### config.mk
export PLATFORM = sky130hd
export DESIGN_NAME = add_arbiter
export DESIGN_NICKNAME = d
export VERILOG_FILES = /design/src/rtl/add_arb_pkg.sv /design/src/rtl/add_arb_rr.sv /design/src/rtl/add_arbiter.sv
export SDC_FILE = /design/constraint.sdc
export NUM_CORES = 1
export LEC_CHECK = 0
export ABC_CLOCK_PERIOD_IN_PS = 4100
export BUFFER_PORTS_ARGS = -buffer_cell sky130_fd_sc_hd__buf_2
export CORE_MARGIN = 4
export CORE_UTILIZATION = 49
export DETAILED_ROUTE_END_ITERATION = 7
export PLACE_DENSITY = 0.76
export SETUP_SLACK_MARGIN = 0.4
export SYNTH_ARGS = -nofsm -noshare
export SYNTH_HDL_FRONTEND = slang
export SYNTH_SLANG_ARGS = --single-unit
### constraint.sdc
create_clock -name clk -period 4.1 [get_ports clk]
set_clock_uncertainty 0.05 [all_clocks]
set_input_delay 0.82 -clock clk [delete_from_list [all_inputs] [get_ports clk]]
set_output_delay 0.82 -clock clk [all_outputs]
set_load 0.05 [all_outputs]
### src/rtl/add_arb_pkg.sv
// Shared constants and helpers for the float-adder arbiter.
// The tag and FIFO-entry structs depend on N_REQ, so they are declared in the top.
package add_arb_pkg;

  localparam int WORD_W = 32;

  // Width of a requester index; never narrower than one bit.
  function automatic int id_width(input int n_req);
    return (n_req <= 2) ? 1 : $clog2(n_req);
  endfunction

  // Increment modulo depth; supports non-power-of-two ranges.
  function automatic int wrap_inc(input int p, input int depth);
    return (p >= depth - 1) ? 0 : p + 1;
  endfunction

endpackage

### src/rtl/add_arb_rr.sv
// Round-robin grant: searches from the pointer, wraps, and skips idle requesters.
// The pointer moves to the slot after the last grant whenever an issue happens.
module add_arb_rr
  import add_arb_pkg::*;
#(
  parameter int N_REQ = 4
) (
  input  logic                       clk,
  input  logic                       rst_n,
  input  logic [N_REQ-1:0]           req,
  input  logic                       en,
  input  logic                       update,
  output logic [N_REQ-1:0]           grant,
  output logic [id_width(N_REQ)-1:0] grant_id
);

  localparam int ID_W = id_width(N_REQ);

  logic [ID_W-1:0] ptr_q;
  logic [ID_W-1:0] ptr_d;

  always_comb begin
    int   idx;
    logic found;
    grant    = '0;
    grant_id = '0;
    found    = 1'b0;
    idx      = 0;
    for (int off = 0; off < N_REQ; off++) begin
      idx = int'(ptr_q) + off;
      if (idx >= N_REQ) idx = idx - N_REQ;
      if (en && !found && req[idx]) begin
        found      = 1'b1;
        grant[idx] = 1'b1;
        grant_id   = ID_W'(idx);
      end
    end
  end

  always_comb begin
    ptr_d = ptr_q;
    if (update) ptr_d = ID_W'(wrap_inc(int'(grant_id), N_REQ));
  end

  always_ff @(posedge clk or negedge rst_n) begin
    if (!rst_n) ptr_q <= '0;
    else        ptr_q <= ptr_d;
  end

endmodule

### src/rtl/add_arbiter.sv
// Shares one fixed-latency pipelined float adder among N_REQ requesters and returns
// tagged results in issue order through a credit-protected output FIFO.
module add_arbiter
  import add_arb_pkg::*;
#(
  parameter int N_REQ      = 4,
  parameter int LATENCY    = 4,
  parameter int FIFO_DEPTH = 8
) (
  input  logic                       clk,
  input  logic                       rst_n,
  input  logic [N_REQ-1:0]           req_valid,
  output logic [N_REQ-1:0]           req_ready,
  input  logic [N_REQ*WORD_W-1:0]    req_a,
  input  logic [N_REQ*WORD_W-1:0]    req_b,
  output logic                       rsp_valid,
  input  logic                       rsp_ready,
  output logic [id_width(N_REQ)-1:0] rsp_id,
  output logic [WORD_W-1:0]          rsp_z,
  output logic [WORD_W-1:0]          add_a,
  output logic [WORD_W-1:0]          add_b,
  input  logic [WORD_W-1:0]          add_z
);

  localparam int ID_W  = id_width(N_REQ);
  localparam int CNT_W = $clog2(FIFO_DEPTH + 1);
  localparam int PTR_W = (FIFO_DEPTH <= 2) ? 1 : $clog2(FIFO_DEPTH);

  typedef struct packed {
    logic            valid;
    logic [ID_W-1:0] id;
  } tag_t;

  typedef struct packed {
    logic [ID_W-1:0]   id;
    logic [WORD_W-1:0] z;
  } entry_t;

  // Handshake: a transfer happens on a rising edge where req_valid[i] & req_ready[i]
  // (issue) or rsp_valid & rsp_ready (pop); valid must hold with stable data until then.

  logic              en_q, en_d;
  logic [WORD_W-1:0] add_a_q, add_a_d;
  logic [WORD_W-1:0] add_b_q, add_b_d;
  tag_t              tag_q [LATENCY+1];
  tag_t              tag_d [LATENCY+1];
  logic [CNT_W-1:0]  inflight_count_q, inflight_count_d;
  logic [CNT_W-1:0]  fifo_count_q, fifo_count_d;
  logic [PTR_W-1:0]  rd_ptr_q, rd_ptr_d;
  logic [PTR_W-1:0]  wr_ptr_q, wr_ptr_d;
  entry_t            mem_q [FIFO_DEPTH];
  entry_t            mem_d [FIFO_DEPTH];
  logic              rsp_valid_q, rsp_valid_d;
  entry_t            rsp_q, rsp_d;

  logic              credit_ok;
  logic              issue;
  logic              push;
  logic              pop;
  logic [ID_W-1:0]   grant_id;
  entry_t            push_entry;
  logic [CNT_W-1:0]  fifo_rem;

  // Every issued op holds a credit from grant until it leaves the FIFO.
  assign credit_ok = (int'(fifo_count_q) + int'(inflight_count_q)) < FIFO_DEPTH;
  assign issue     = |(req_valid & req_ready);

  add_arb_rr #(
    .N_REQ (N_REQ)
  ) u_rr (
    .clk      (clk),
    .rst_n    (rst_n),
    .req      (req_valid),
    .en       (en_q & credit_ok),
    .update   (issue),
    .grant    (req_ready),
    .grant_id (grant_id)
  );

  always_comb begin
    en_d    = 1'b1;
    add_a_d = add_a_q;
    add_b_d = add_b_q;
    if (issue) begin
      add_a_d = req_a[WORD_W*int'(grant_id) +: WORD_W];
      add_b_d = req_b[WORD_W*int'(grant_id) +: WORD_W];
    end
  end

  // Stage 0 pairs with the add_a/add_b register; stage LATENCY lines up with add_z.
  always_comb begin
    tag_d[0].valid = issue;
    tag_d[0].id    = grant_id;
    for (int k = 1; k <= LATENCY; k++) tag_d[k] = tag_q[k-1];
  end

  assign push             = tag_q[LATENCY].valid;
  assign push_entry.id    = tag_q[LATENCY].id;
  assign push_entry.z     = add_z;
  assign pop              = rsp_valid_q & rsp_ready;
  assign fifo_rem         = fifo_count_q - CNT_W'(pop);

  always_comb begin
    inflight_count_d = inflight_count_q + CNT_W'(issue) - CNT_W'(push);
    fifo_count_d     = fifo_count_q + CNT_W'(push) - CNT_W'(pop);
    rd_ptr_d         = pop  ? PTR_W'(wrap_inc(int'(rd_ptr_q), FIFO_DEPTH)) : rd_ptr_q;
    wr_ptr_d         = push ? PTR_W'(wrap_inc(int'(wr_ptr_q), FIFO_DEPTH)) : wr_ptr_q;
    mem_d            = mem_q;
    if (push) mem_d[wr_ptr_q] = push_entry;
  end

  // The output register mirrors the head; a push into an empty FIFO bypasses storage.
  always_comb begin
    rsp_valid_d = rsp_valid_q;
    rsp_d       = rsp_q;
    if (pop || !rsp_valid_q) begin
      if (fifo_rem != '0) begin
        rsp_valid_d = 1'b1;
        rsp_d       = mem_q[rd_ptr_d];
      end else if (push) begin
        rsp_valid_d = 1'b1;
        rsp_d       = push_entry;
      end else begin
        rsp_valid_d = 1'b0;
      end
    end
  end

  always_ff @(posedge clk or negedge rst_n) begin
    if (!rst_n) begin
      en_q             <= 1'b0;
      add_a_q          <= '0;
      add_b_q          <= '0;
      for (int k = 0; k <= LATENCY; k++) tag_q[k] <= '0;
      inflight_count_q <= '0;
      fifo_count_q     <= '0;
      rd_ptr_q         <= '0;
      wr_ptr_q         <= '0;
      rsp_valid_q      <= 1'b0;
      rsp_q            <= '0;
    end else begin
      en_q             <= en_d;
      add_a_q          <= add_a_d;
      add_b_q          <= add_b_d;
      for (int k = 0; k <= LATENCY; k++) tag_q[k] <= tag_d[k];
      inflight_count_q <= inflight_count_d;
      fifo_count_q     <= fifo_count_d;
      rd_ptr_q         <= rd_ptr_d;
      wr_ptr_q         <= wr_ptr_d;
      rsp_valid_q      <= rsp_valid_d;
      rsp_q            <= rsp_d;
    end
  end

  always_ff @(posedge clk) begin
    mem_q <= mem_d;
  end

  a_no_overflow: assert property (@(posedge clk) disable iff (!rst_n)
    !(push && (int'(fifo_count_q) == FIFO_DEPTH) && !pop));

  assign add_a     = add_a_q;
  assign add_b     = add_b_q;
  assign rsp_valid = rsp_valid_q;
  assign rsp_id    = rsp_q.id;
  assign rsp_z     = rsp_q.z;

endmodule

# Yosys cells after proc, flatten, opt, wreduce, memory -nomap -nowiden
# Index checks and enable logic that the tools add are counted.
# word_totals
reg_bits,403
inputBits,295
output_inout_bits,103
# op_classes
n_addsub,16
magnitude_cmp,19
shifts,2
muxes,49
bitwise,8
n_reduce_logical,21
# ops
cell,n
$bwmux 272,1
$shiftx 128x8->32,2
$mux 34,5
$ge 32x1->1 const B,4
$lt 32x4->1 const B,4
$mux 32,4
$bmux 34 s3,1
$demux 34 s3,1
$ge 32x4->1 const B,3
$sub 32x4->32 const B,3
$mux 1,17
$mux 4,4
$logic_and 1x1->1,12
$or 4x4->4,3
$sub 4x1->4,3
$mux 2,5
$mux 3,3
$add 4x1->4,2
$bmux 1 s2,4
$demux 1 s2,4
$ge 4x4->1 const B,2
$not 3->4,2
$add 2x2->3 const B,2
$add 3x1->3 const B,2
other kinds (17),22

# Depth between registers and ports, before layout
# Gate-level depths: netlist (run 1).
# depth
word_depth,23
depth_mapped,17
ltp_nobuf,15

# Modules after synthesis
# A second synthesis (run 1) with hierarchy kept.
# hier_totals
hier_cells,1431
area_unflattened_um2,19002.0
# modules_own_cells
module,n_inst,cells_each,area_each_um2,seq_area_each_um2
add_arbiter,1,1372,18432.7,11395.9
add_arb_rr,1,59,569.3,50.0

# Least setup slack after synthesis (run 1)
# Ideal clock, no wire load.
# synth_timing
path_kind,register -> register
startpoint,register u_rr.ptr_q[0]
endpoint,register inflight_count_q[2]
t_arrival_ns,3.698
required_time_ns,3.927
slack_ns,0.230
path_stages_with_launch,18
path_cell_list,dfrtp_1 buf_6 inv_1 ha_1 mux4_2 nor2_2 and3_1 a22o_1 nand2_1 o211ai_2 buf_2 inv_1 ha_1 inv_1 ha_1 inv_1 fa_1 xnor2_1
# synth_via
elab_chain_len,23
word_cells_on_any_way,71
# synth_rtl
element,line_no,text
"start, declared",add_arb_rr.sv:19,logic [ID_W-1:0] ptr_q;
"start signal, assigned",add_arb_rr.sv:47,else ptr_q <= ptr_d;
branches (longest 18 deep; another with $sub 32x4->32),--,
$mux 4 *,add_arb_rr.sv:32,if (en && !found && req[idx]) begin
$and 4x4->4 *,add_arbiter.sv:66,assign issue = |(req_valid & req_ready);
$reduce_or 4->1 *,add_arbiter.sv:66,
named net issue,add_arbiter.sv:57,logic issue;
$add 4x1->4 *,add_arbiter.sv:104,inflight_count_d = inflight_count_q + CNT_W'(issue) - CNT_W'(push);
$sub 4x1->4 *,add_arbiter.sv:104,
named net inflight_count_d[2],add_arbiter.sv:47,"logic [CNT_W-1:0] inflight_count_q, inflight_count_d;"
"end signal, assigned",add_arbiter.sv:146,inflight_count_q <= inflight_count_d;
"end, declared",add_arbiter.sv:47,
# Mark *: on every way through the listed nets, which the timed path passes. The select of a mux whose other input is x is not followed.
# A chain may end at the register's enable or synchronous reset.

# Final worst setup path (run 1)
# layout_timing
startpoint,register u_rr.ptr_q[1]
endpoint,output req_ready[3]
# layout_via
elab_chain_len,19
word_cells_on_any_way,67
# layout_rtl
element,line_no,text
branches (longest 18 deep; another with $sub 32x4->32),--,
$mux 4 *,add_arb_rr.sv:32,
"end, declared",add_arbiter.sv:13,"output logic [N_REQ-1:0] req_ready,"
# Every way passes the cells marked *. The select of a mux whose other input is x is not followed.

==> out/results.tsv, run 1 <==
stage	metric	value	unit
status	outcome	finished clean	
synthesis	syn nets	1360	
synthesis	cells after synthesis	1036	
critical_path	CP max stage cell	mux4_2	
critical_path	Worst Path Class, Setup	reg2out	
finish	commonest non-fill, non-tap cell in the layout	buf_2	
routing	DRT iter0 DRCs	931	
pwr	Design Power	17.1	mW
pwr	Sequential Power Share	32.8	%
clock_tree	Root Driver	clkbuf_16	
routing	WL final	49200	µm
place	# port buffers	397	
clock_tree	worst skew pair latency	0.53	ns
sta	RSZ-0062 raised after global routing	yes	
routing	number of antenna-violating nets in the routed design	0	
critical_path	crit path DAT	2.76	ns
sta	total negative slack	0	ns
synthesis	Synth warnings	0	
die	row cnt	69	
flow_run	max cap viols	0	
pwr	Gate power share	45.7	%
critical_path	critical path, cell by cell	inv_4, ha_4, mux4_2, nor2_4, and3_4, a22o_1, a21o_1, buf_6	
pwr	clock power share	21.5	%
finish	area added between synthesis and finish	23.4	%
clock_tree	maximum clock insertion buffer count	3	
die	Die Wd	198	µm
pwr	peak supply drop	0.584	mV
clock_tree	CTS tree	built	
die	io pins	398	
pwr	Power Dens Cells	782	nW/µm²
finish	fillers	2634	
grt	largest net degree at the start of global routing	69	
clock_tree	CTS H-tree depth	2	
routing	First-pass DRT Iterations	8	
routing	DR vias	11300	
sta	Slew Limit Fails	0	
clock_tree	clock buffer count from CTS	41	
sta	Hold Violations, Final	0	
grt	GRT Residual Overflow	0	
finish	register area	11400	µm²
worst_hold_path	worst hold path type	in2async	
critical_path	Top delay family on crit path	multiplexers	
pwr	switching share of power	39.5	%
die	die area	39400	µm²
critical_path	CP Data Required Time	3.23	ns
clock_tree	CTS sink count	403	
sta	f_max	0.276	GHz
die	starting density of the core	49.8	%
clock_tree	clock slew at reported path FFs	0.06	ns
pwr	Internal	10.4	mW
sta	fin crit share	88.5	%
pwr	P_leak	8.71	nW
critical_path	critical-path maximum fanout	5	
clock_tree	hold buffers post-CTS	0	
routing	Vias/cell	5.78	
critical_path	crit path capture type	primary output	
routing	wire per inst	25.2	µm
sta	Max transition margin	30.8	%
synthesis	Post-synth EDFFs	272	
synthesis	mean post-synth cell area	17.1	µm²
finish	final net count	1776	
synthesis	Yosys cell types	50	
synthesis	ys async rst share	32.5	%
synthesis	Post-synth top flop	edfxtp_1	
grt	Tot GR Track Use	24.9	%
finish	most frequent cells in the layout	393 x buf_2, 272 x edfxtp_1, 131 x mux4_2	
synthesis	Synth Register Bits	403	
grt	vias in the first global route	11900	
place	routability-driven placement congestion ratio	0.954	
synthesis	part of the Yosys area used for sequential elements	64.4	%
grt	first-pass GRT wire length	73000	µm
synthesis	post-synth design cell area	17800	µm²
sta	final critical-path required period	3.63	ns
grt	antenna violations before repair	13	
sta	count of final setup violators	0	
critical_path	CP peak stage delay	0.56	ns
die	die height	198	µm
place	post-detailed-placement half-perimeter wirelength	34000	µm
critical_path	CP bufs+invs	2	
die	Core Area	35700	µm²
routing	Residual DRC	0	
sta	Slew @ Worst Pin	1.04	ns
pwr	switching power total	6.78	mW
finish	Multi-input gate area	6030	µm²
finish	share of layout cells above drive strength 1	48.8	%
critical_path	startpoint class of the critical path	flop	
sequential cells by signal (all words and copies together), names as in the netlist, 3 cells and up:
signal,flops
mem_q,272
add_a,32
add_b,32
rsp_z,32
tag_d,12
fifo_count_q,4
inflight_count_q,4
rd_ptr_q,3
wr_ptr_q,3
Yosys cell counts, drive strengths merged (3+ instances only):
cell	instances	area [µm²]
edfxtp	272	8170
mux4	134	3030
dfrtp	131	3280
nand2	120	450
a21oi	74	385
mux2	70	863
o21ai	41	205
clkbuf	33	131
buf	29	210
ha	27	338
inv	22	82.6
nor2	15	58.8
mux2i	7	70.1
xnor2	7	61.3
a21o	5	37.5
nand2b	5	31.3
and3	4	30.0
nand3	4	20.0
o31ai	4	30.0
a22oi	3	22.5
cells by family after synthesis:
group / share of synthesized area, %
flops: 64.4
mux: 22.3
simple gates: 3.60
compound gates: 4.71
buf+inv: 2.41
fa+ha+maj: 2.13
xor+xnor: 0.394
other cells: 0.0211
cell type report:
class	instances	share of cell area [%]
clock buffers	55	5.16
flip-flops and latches	403	52.2
multi-input cells	548	27.5
repair buffers	435	11.0
clock inverters	21	0.948
inverters	23	0.405
well taps	461	2.63
diodes	9	0.103
per-layer routing:
metal / GRT usage [%] / vias up / wire length [µm]
met5: 0 / - / 43
met4: 7.01 / 8 / 1130
met3: 7.25 / 72 / 4530
met2: 40.9 / 554 / 24600
met1: 32.8 / 5766 / 19000
li1: - / 4891 / -
power groups by stage:
| stage | logic (mW) | clock network (mW) | registers (mW) |
|---|---|---|---|
| detailed placement | 7.75 | 0 | 5.68 |
| floorplan | 4.08 | 0 | 7.28 |
| global route | 8.42 | 3.93 | 5.71 |
| CTS | 7.87 | 3.76 | 5.62 |
| finish | 7.83 | 3.69 | 5.62 |
| global placement | 7.61 | 0 | 5.66 |
final timing paths:
check | slack [ns] | depth (start not counted) | to | start
setup reg to reg | 0.67 | 15 | inflight_count_q[2] | u_rr.ptr_q[1]
min in group clk | 0.29 | 0 | tag_d[2] | tag_d[5]
hold / removal | 0.23 | 1 | rsp_z[4] | rst_n
max in group asynchronous | 2.89 | 2 | add_b[26] | rst_n
setup / recovery | 0.47 | 8 | req_ready[3] | u_rr.ptr_q[1]
hold reg to reg | 0.29 | 0 | tag_d[2] | tag_d[5]
stage by stage:
| stage | area (µm²) | hold WS (ns) | util, % | cells | worst slack, ns |
|---|---|---|---|---|---|
| finish | 21900 | 0.235 | 61.5 | 1955 | 0.471 |
| global route | 21900 | 0.273 | 61.5 | 1954 | 0.371 |
| CTS | 21800 | 0.254 | 61.2 | 1940 | 0.433 |
| detailed placement | 20400 | 0.286 | 57.3 | 1858 | 0.338 |
| global placement | 20400 | 0.282 | 57.3 | 1858 | 0.388 |
| floorplan | 17800 | 0.281 | - | 1036 | 0.440 |
timing repair:
action,in CTS,in global routing
hold endpoints to repair,0,0
setup endpoints to repair,4,4
gates resized for setup,9,7
setup buffers,6,6
pin swaps,0,6
Note: power is estimated with default switching activity, not from simulation.
==> run 2, diff against run 1 <==
Settings changed: RECOVER_POWER set to 50, SLEW_MARGIN set to 20.
==> run 2 against run 1 <==
The flow now finishes with violations (max-capacitance violations, max-slew violations). Via count shrank 0.50%. Largest power group unchanged. Largest cell class unchanged. Count of clock-buffer cells in the layout unchanged. Sequential power about the same. Non-clock buffer count stayed put. Routed wire length decreased by 0.24%. Register-to-register slack about the same. Clock power about the same.
==> out/results.tsv, run 2 (synthesis results as in run 1) <==
stage	metric	value	unit	change
worst_hold_path	worst hold path type	reg2reg		was in2async
sta	f_max	0.275	GHz	was 0.276 GHz
finish	share of layout cells above drive strength 1	46.5	%	was 48.8%
clock_tree	CTS H-tree depth	2		unchanged
clock_tree	maximum clock insertion buffer count	3		unchanged
sta	fin crit share	88.8	%	was 88.5%
die	starting density of the core	49.8	%	unchanged
clock_tree	CTS sink count	403		unchanged
sta	final hold slack	0.290	ns	was 0.235 ns
clock_tree	worst skew pair latency	0.53	ns	about the same
finish	commonest non-fill, non-tap cell in the layout	buf_2		unchanged
place	DP Cell Count	1858		unchanged
critical_path	crit path DAT	2.77	ns	was 2.76 ns
pwr	Gate power share	45.6	%	was 45.7%
pwr	Power Dens Cells	784	nW/µm²	was 782 nW/µm²
finish	Design Area, Final	21800	µm²	was 21900 µm²
finish	area added between synthesis and finish	23.0	%	was 23.4%
sta	final critical-path required period	3.64	ns	was 3.63 ns
routing	number of antenna-violating nets in the routed design	0		unchanged
sta	worst setup margin	0.460	ns	was 0.471 ns
status	failing checks	max-capacitance violations, max-slew violations		
sta	Slew @ Worst Pin	1.82	ns	was 1.04 ns
pwr	Internal	10.4	mW	about the same
critical_path	critical-path maximum fanout	5		unchanged
sta	total negative slack	0	ns	unchanged
critical_path	startpoint class of the critical path	flop		unchanged
clock_tree	clock slew at reported path FFs	0.06	ns	about the same
die	die height	198	µm	unchanged
pwr	switching power total	6.76	mW	was 6.78 mW
finish	Reg with most FFs	mem_q		unchanged
finish	max FFs per register	272		unchanged
routing	WL final	49100	µm	was 49200 µm
grt	antenna violations before repair	12		was 13
flow_run	max cap viols	4		was 0
clock_tree	CTS tree	built		unchanged
place	Post-DP Area	20400	µm²	unchanged
die	row cnt	69		unchanged
sta	Slew Limit Fails	113		was 0
die	io pins	398		unchanged
critical_path	CP Data Required Time	3.23	ns	about the same
die	die area	39400	µm²	unchanged
critical_path	crit path capture type	primary output		unchanged
die	Core Area	35700	µm²	unchanged
grt	largest net degree at the start of global routing	69		unchanged
routing	Vias/cell	5.75		was 5.78
finish	most frequent cells in the layout	361 x buf_2, 272 x edfxtp_1, 131 x mux4_2		was 393 x buf_2, 272 x edfxtp_1, 131 x mux4_2
place	routability-driven placement congestion ratio	0.954		unchanged
pwr	peak supply drop	0.584	mV	about the same
routing	DR vias	11200		was 11300
pwr	Design Power	17.1	mW	about the same
place	pre-CTS WS	0.338	ns	unchanged
clock_tree	hold buffers post-CTS	0		unchanged
status	outcome	complete, but fails checks		was finished clean
finish	final net count	1776		unchanged
sta	Hold Violations, Final	0		unchanged
grt	GRT Residual Overflow	0		unchanged
routing	DRT iter0 DRCs	927		was 931
sta	RSZ-0062 raised after global routing	yes		unchanged
sta	Max transition margin	-21.3	%	was 30.8%
clock_tree	Root Driver	clkbuf_16		unchanged
grt	vias in the first global route	11900		unchanged
routing	wire per inst	25.1	µm	was 25.2 µm
grt	first-pass GRT wire length	73000	µm	unchanged
critical_path	Worst Path Class, Setup	reg2out		unchanged
finish	post-layout util	61.3	%	was 61.5%
place	# port buffers	397		unchanged
die	Die Wd	198	µm	unchanged
pwr	clock power share	21.6	%	was 21.5%
pwr	P_leak	8.62	nW	was 8.71 nW
place	post-detailed-placement half-perimeter wirelength	34000	µm	unchanged
sta	count of final setup violators	0		unchanged
pwr	switching share of power	39.5	%	about the same
finish	post-route insts no fill	1954		was 1955
clock_tree	clock buffer count from CTS	41		unchanged
routing	Residual DRC	0		unchanged
grt	Tot GR Track Use	24.9	%	unchanged
pwr	Sequential Power Share	32.8	%	about the same
routing	First-pass DRT Iterations	6		was 8
## run 2: changes by cell type in the layout (fill, tap and decap cells not counted)
cell | previous run | this run
buf_6 | 5 | 4
buf_2 | 393 | 361
nor2_4 | 8 | 5
clkbuf_1 | 10 | 42
nor2_1 | 7 | 10
diode_2 | 9 | 8
clkbuf_2 | 0 | 1
## run 2: worst paths after layout
| check | startpoint | to | slack [ns] | depth (start not counted) |
|---|---|---|---|---|
| hold reg to reg | tag_d[5] | tag_d[2] | 0.29 | 0 |
| max in group asynchronous | rst_n | add_a[10] | 2.09 | 2 |
| setup / recovery | u_rr.ptr_q[1] | req_ready[3] | 0.46 | 8 |
| hold / removal | tag_d[5] | tag_d[2] | 0.29 | 0 |
| min in group asynchronous | rst_n | rsp_z[4] | 0.71 | 1 |
| setup reg to reg | u_rr.ptr_q[1] | inflight_count_q[2] | 0.67 | 15 |
## run 2: final cells by class
cell class,count,area (µm²)
fillers,2664,13800
inverters,23,88.8
repair buffers,435,2370
well taps,461,577
diodes,8,20.0
multi-input cells,548,6010
clock inverters,21,208
clock buffers,55,1130
flip-flops and latches,403,11400
## run 2: repair_timing
item	4_1_cts	5_1_grt
pin swaps	0	6
endpoints found under the setup margin	4	4
resized for setup	9	7
hold endpoints to repair	0	0
setup buffers	6	6
## run 2: routing by layer
layer	GRT usage [%]	vias to the layer above	wire length, µm
met2	40.9	513	24500
li1	-	4890	-
met4	7.01	8	1100
met1	32.8	5755	19100
met3	7.25	69	4370
met5	0	-	43
## run 2: critical path, cell delays in order (launching register included)
cell     delay, ns
dfrtp_1       0.39
inv_4         0.07
ha_4          0.30
mux4_2        0.56
nor2_4        0.17
and3_4        0.23
a22o_1        0.17
a21o_1        0.17
buf_6         0.18
## run 2: power groups by stage
stage / combinational (mW) / clock [mW] / sequential (mW)
4_1_cts: 7.87 / 3.76 / 5.62
2_1_floorplan: 4.08 / 0 / 7.28
3_5_place_dp: 7.75 / 0 / 5.68
3_3_place_gp: 7.61 / 0 / 5.66
6_report: 7.81 / 3.69 / 5.62
5_1_grt: 8.41 / 3.93 / 5.71
==> run 3, diff against run 2 <==
Settings changed: CELL_PAD_IN_SITES_DETAIL_PLACEMENT set to 0, CELL_PAD_IN_SITES_GLOBAL_PLACEMENT set to 2, CORE_UTILIZATION 49 to 35, PLACE_DENSITY 0.76 to not set, PLACE_DENSITY_LB_ADDON set to 0.1, SKIP_CTS_REPAIR_TIMING set to 1.
==> run 3 against run 2 <==
The run still ends with max-capacitance violations, max-slew violations left. Sequential power fell by 0.7%. Sequential share of layout area fell by 1.3 points. Sequential cell count did not move. Non-clock buffer count rose by 4. Routed wire length rose by 5.0%. Register-to-register slack barely moved. Count of clock-buffer cells in the layout rose by 10. Clock power rose by 16%. Utilization fell by 17 points. Highest routed layer unchanged.
==> out/results.tsv, run 3 (synthesis results as in run 1) <==
stage	metric	value	unit	change
finish	commonest non-fill, non-tap cell in the layout	buf_2		unchanged
critical_path	CP bufs+invs	2		unchanged
place	DP Cell Count	2071		was 1858
critical_path	Top delay family on crit path	multiplexers		unchanged
die	Die Wd	233	µm	was 198 µm
die	die area	54400	µm²	was 39400 µm²
critical_path	crit path capture type	primary output		unchanged
critical_path	crit path DAT	2.73	ns	was 2.77 ns
sta	count of final setup violators	0		unchanged
routing	wire per inst	23.6	µm	was 25.1 µm
critical_path	Worst Path Class, Setup	reg2out		unchanged
routing	DRT iter0 DRCs	537		was 927
finish	Design Area, Final	22400	µm²	was 21800 µm²
sta	total negative slack	0	ns	unchanged
clock_tree	CTS tree	built		unchanged
routing	WL final	51600	µm	was 49100 µm
status	outcome	complete, but fails checks		unchanged
grt	antenna violations before repair	26		was 12
worst_hold_path	worst hold stages	0		unchanged
finish	max FFs per register	272		unchanged
critical_path	CP Data Required Time	3.23	ns	about the same
die	row cnt	82		was 69
place	# port buffers	397		unchanged
clock_tree	CTS sink count	403		unchanged
critical_path	critical path, cell by cell	inv_4, ha_4, mux4_2, nor2_4, and3_4, a22o_1, a21o_1, buf_6		unchanged
finish	most frequent cells in the layout	360 x buf_2, 272 x edfxtp_1, 131 x mux4_2		was 361 x buf_2, 272 x edfxtp_1, 131 x mux4_2
pwr	Design Power	17.7	mW	was 17.1 mW
sta	Hold Violations, Final	0		unchanged
routing	Residual DRC	0		unchanged
finish	Reg with most FFs	mem_q		unchanged
critical_path	startpoint class of the critical path	flop		unchanged
sta	Slew Limit Fails	151		was 113
sta	worst setup margin	0.501	ns	was 0.460 ns
worst_hold_path	worst hold path type	reg2reg		unchanged
critical_path	CP Depth	8		unchanged
finish	fillers	4558		was 2664
grt	first-pass GRT wire length	75700	µm	was 73000 µm
grt	Tot GR Track Use	18.8	%	was 24.9%
pwr	peak supply drop	0.354	mV	was 0.584 mV
grt	largest net degree at the start of global routing	82		was 69
sta	RSZ-0062 raised after global routing	no		was yes
sta	f_max	0.278	GHz	was 0.275 GHz
sta	final hold slack	0.296	ns	was 0.290 ns
clock_tree	worst skew pair latency	0.57	ns	was 0.53 ns
critical_path	CP max stage cell	mux4_2		unchanged
pwr	Power Dens Cells	790	nW/µm²	was 784 nW/µm²
critical_path	Reg2Reg Depth	10		was 15
finish	area added between synthesis and finish	26.1	%	was 23.0%
place	Post-DP Area	20700	µm²	was 20400 µm²
clock_tree	maximum clock insertion buffer count	3		unchanged
critical_path	critical-path maximum fanout	5		unchanged
routing	number of antenna-violating nets in the routed design	0		unchanged
die	die height	233	µm	was 198 µm
clock_tree	clock buffer count from CTS	46		was 41
sta	Slew @ Worst Pin	2.37	ns	was 1.82 ns
routing	DR vias	11000		was 11200
die	io pins	398		unchanged
flow_run	max cap viols	5		was 4
die	Core Area	50200	µm²	was 35700 µm²
finish	final net count	1785		was 1776
clock_tree	clock slew at reported path FFs	0.06	ns	about the same
clock_tree	Root Driver	clkbuf_16		unchanged
place	post-detailed-placement half-perimeter wirelength	35000	µm	was 34000 µm
finish	post-route insts no fill	2187		was 1954
routing	First-pass DRT Iterations	5		was 6
place	pre-CTS WS	0.322	ns	was 0.338 ns
sta	final critical-path required period	3.60	ns	was 3.64 ns
status	failing checks	max-capacitance violations, max-slew violations		unchanged
grt	vias in the first global route	11600		was 11900
place	routability-driven placement congestion ratio	0.775		was 0.954
finish	share of layout cells above drive strength 1	46.7	%	was 46.5%
finish	post-layout util	44.6	%	was 61.3%
die	starting density of the core	35.4	%	was 49.8%
clock_tree	CTS H-tree depth	2		unchanged
critical_path	CP peak stage delay	0.58	ns	was 0.56 ns
routing	Vias/cell	5.04		was 5.75
sta	fin crit share	87.8	%	was 88.8%
pwr	P_leak	8.76	nW	was 8.62 nW
grt	GRT Residual Overflow	0		unchanged
sta	Max transition margin	-57.8	%	was -21.3%
[run 3: cell types whose count changed in the layout (fill, tap and decap cells not counted), moves of 2 or more]
cell	change
clkinv_2	-5
clkbuf_16	+5
clkinv_1	+3
bufinv_16	+3
diode_2	+9
buf_6	-2
buf_4	+5
clkbuf_8	+6
o21ai_1	-2
o21ai_0	+2
[run 3: final cells by class]
type                    instances  area [µm²]  area share [%]
clock buffers                  65        1330            5.96
inverters                      23        88.8           0.397
well taps                     672         841            3.75
flip-flops and latches        403       11400            51.1
multi-input cells             548        6000            26.8
diodes                         17        42.5           0.190
repair buffers                439        2370            10.6
clock inverters                20         263            1.17
[run 3: power breakdown]
part	leakage (nW)	internal, mW	switching [mW]
clock network	0.782	2.64	1.65
registers	4.06	5.17	0.412
logic	3.92	3.04	4.77
[run 3: path summary, 6_finish.rpt]
check	start	end	slack, ns
hold reg to reg	tag_d[3]	tag_d[0]	0.30
setup reg to reg	rd_ptr_q[0]	rsp_z[16]	0.66
setup / recovery	u_rr.ptr_q[1]	req_ready[3]	0.50
min in group asynchronous	rst_n	add_b[2]	0.89
hold / removal	tag_d[3]	tag_d[0]	0.30
max in group asynchronous	rst_n	fifo_count_q[3]	0.91
[run 3: metal layers]
layer | track usage, % | routed length [µm] | vias up
met5 | 0 | 77 | -
met4 | 7.15 | 1260 | 12
met3 | 5.84 | 3690 | 83
met2 | 31.1 | 26200 | 348
met1 | 23.3 | 20400 | 5618
li1 | - | - | 4955
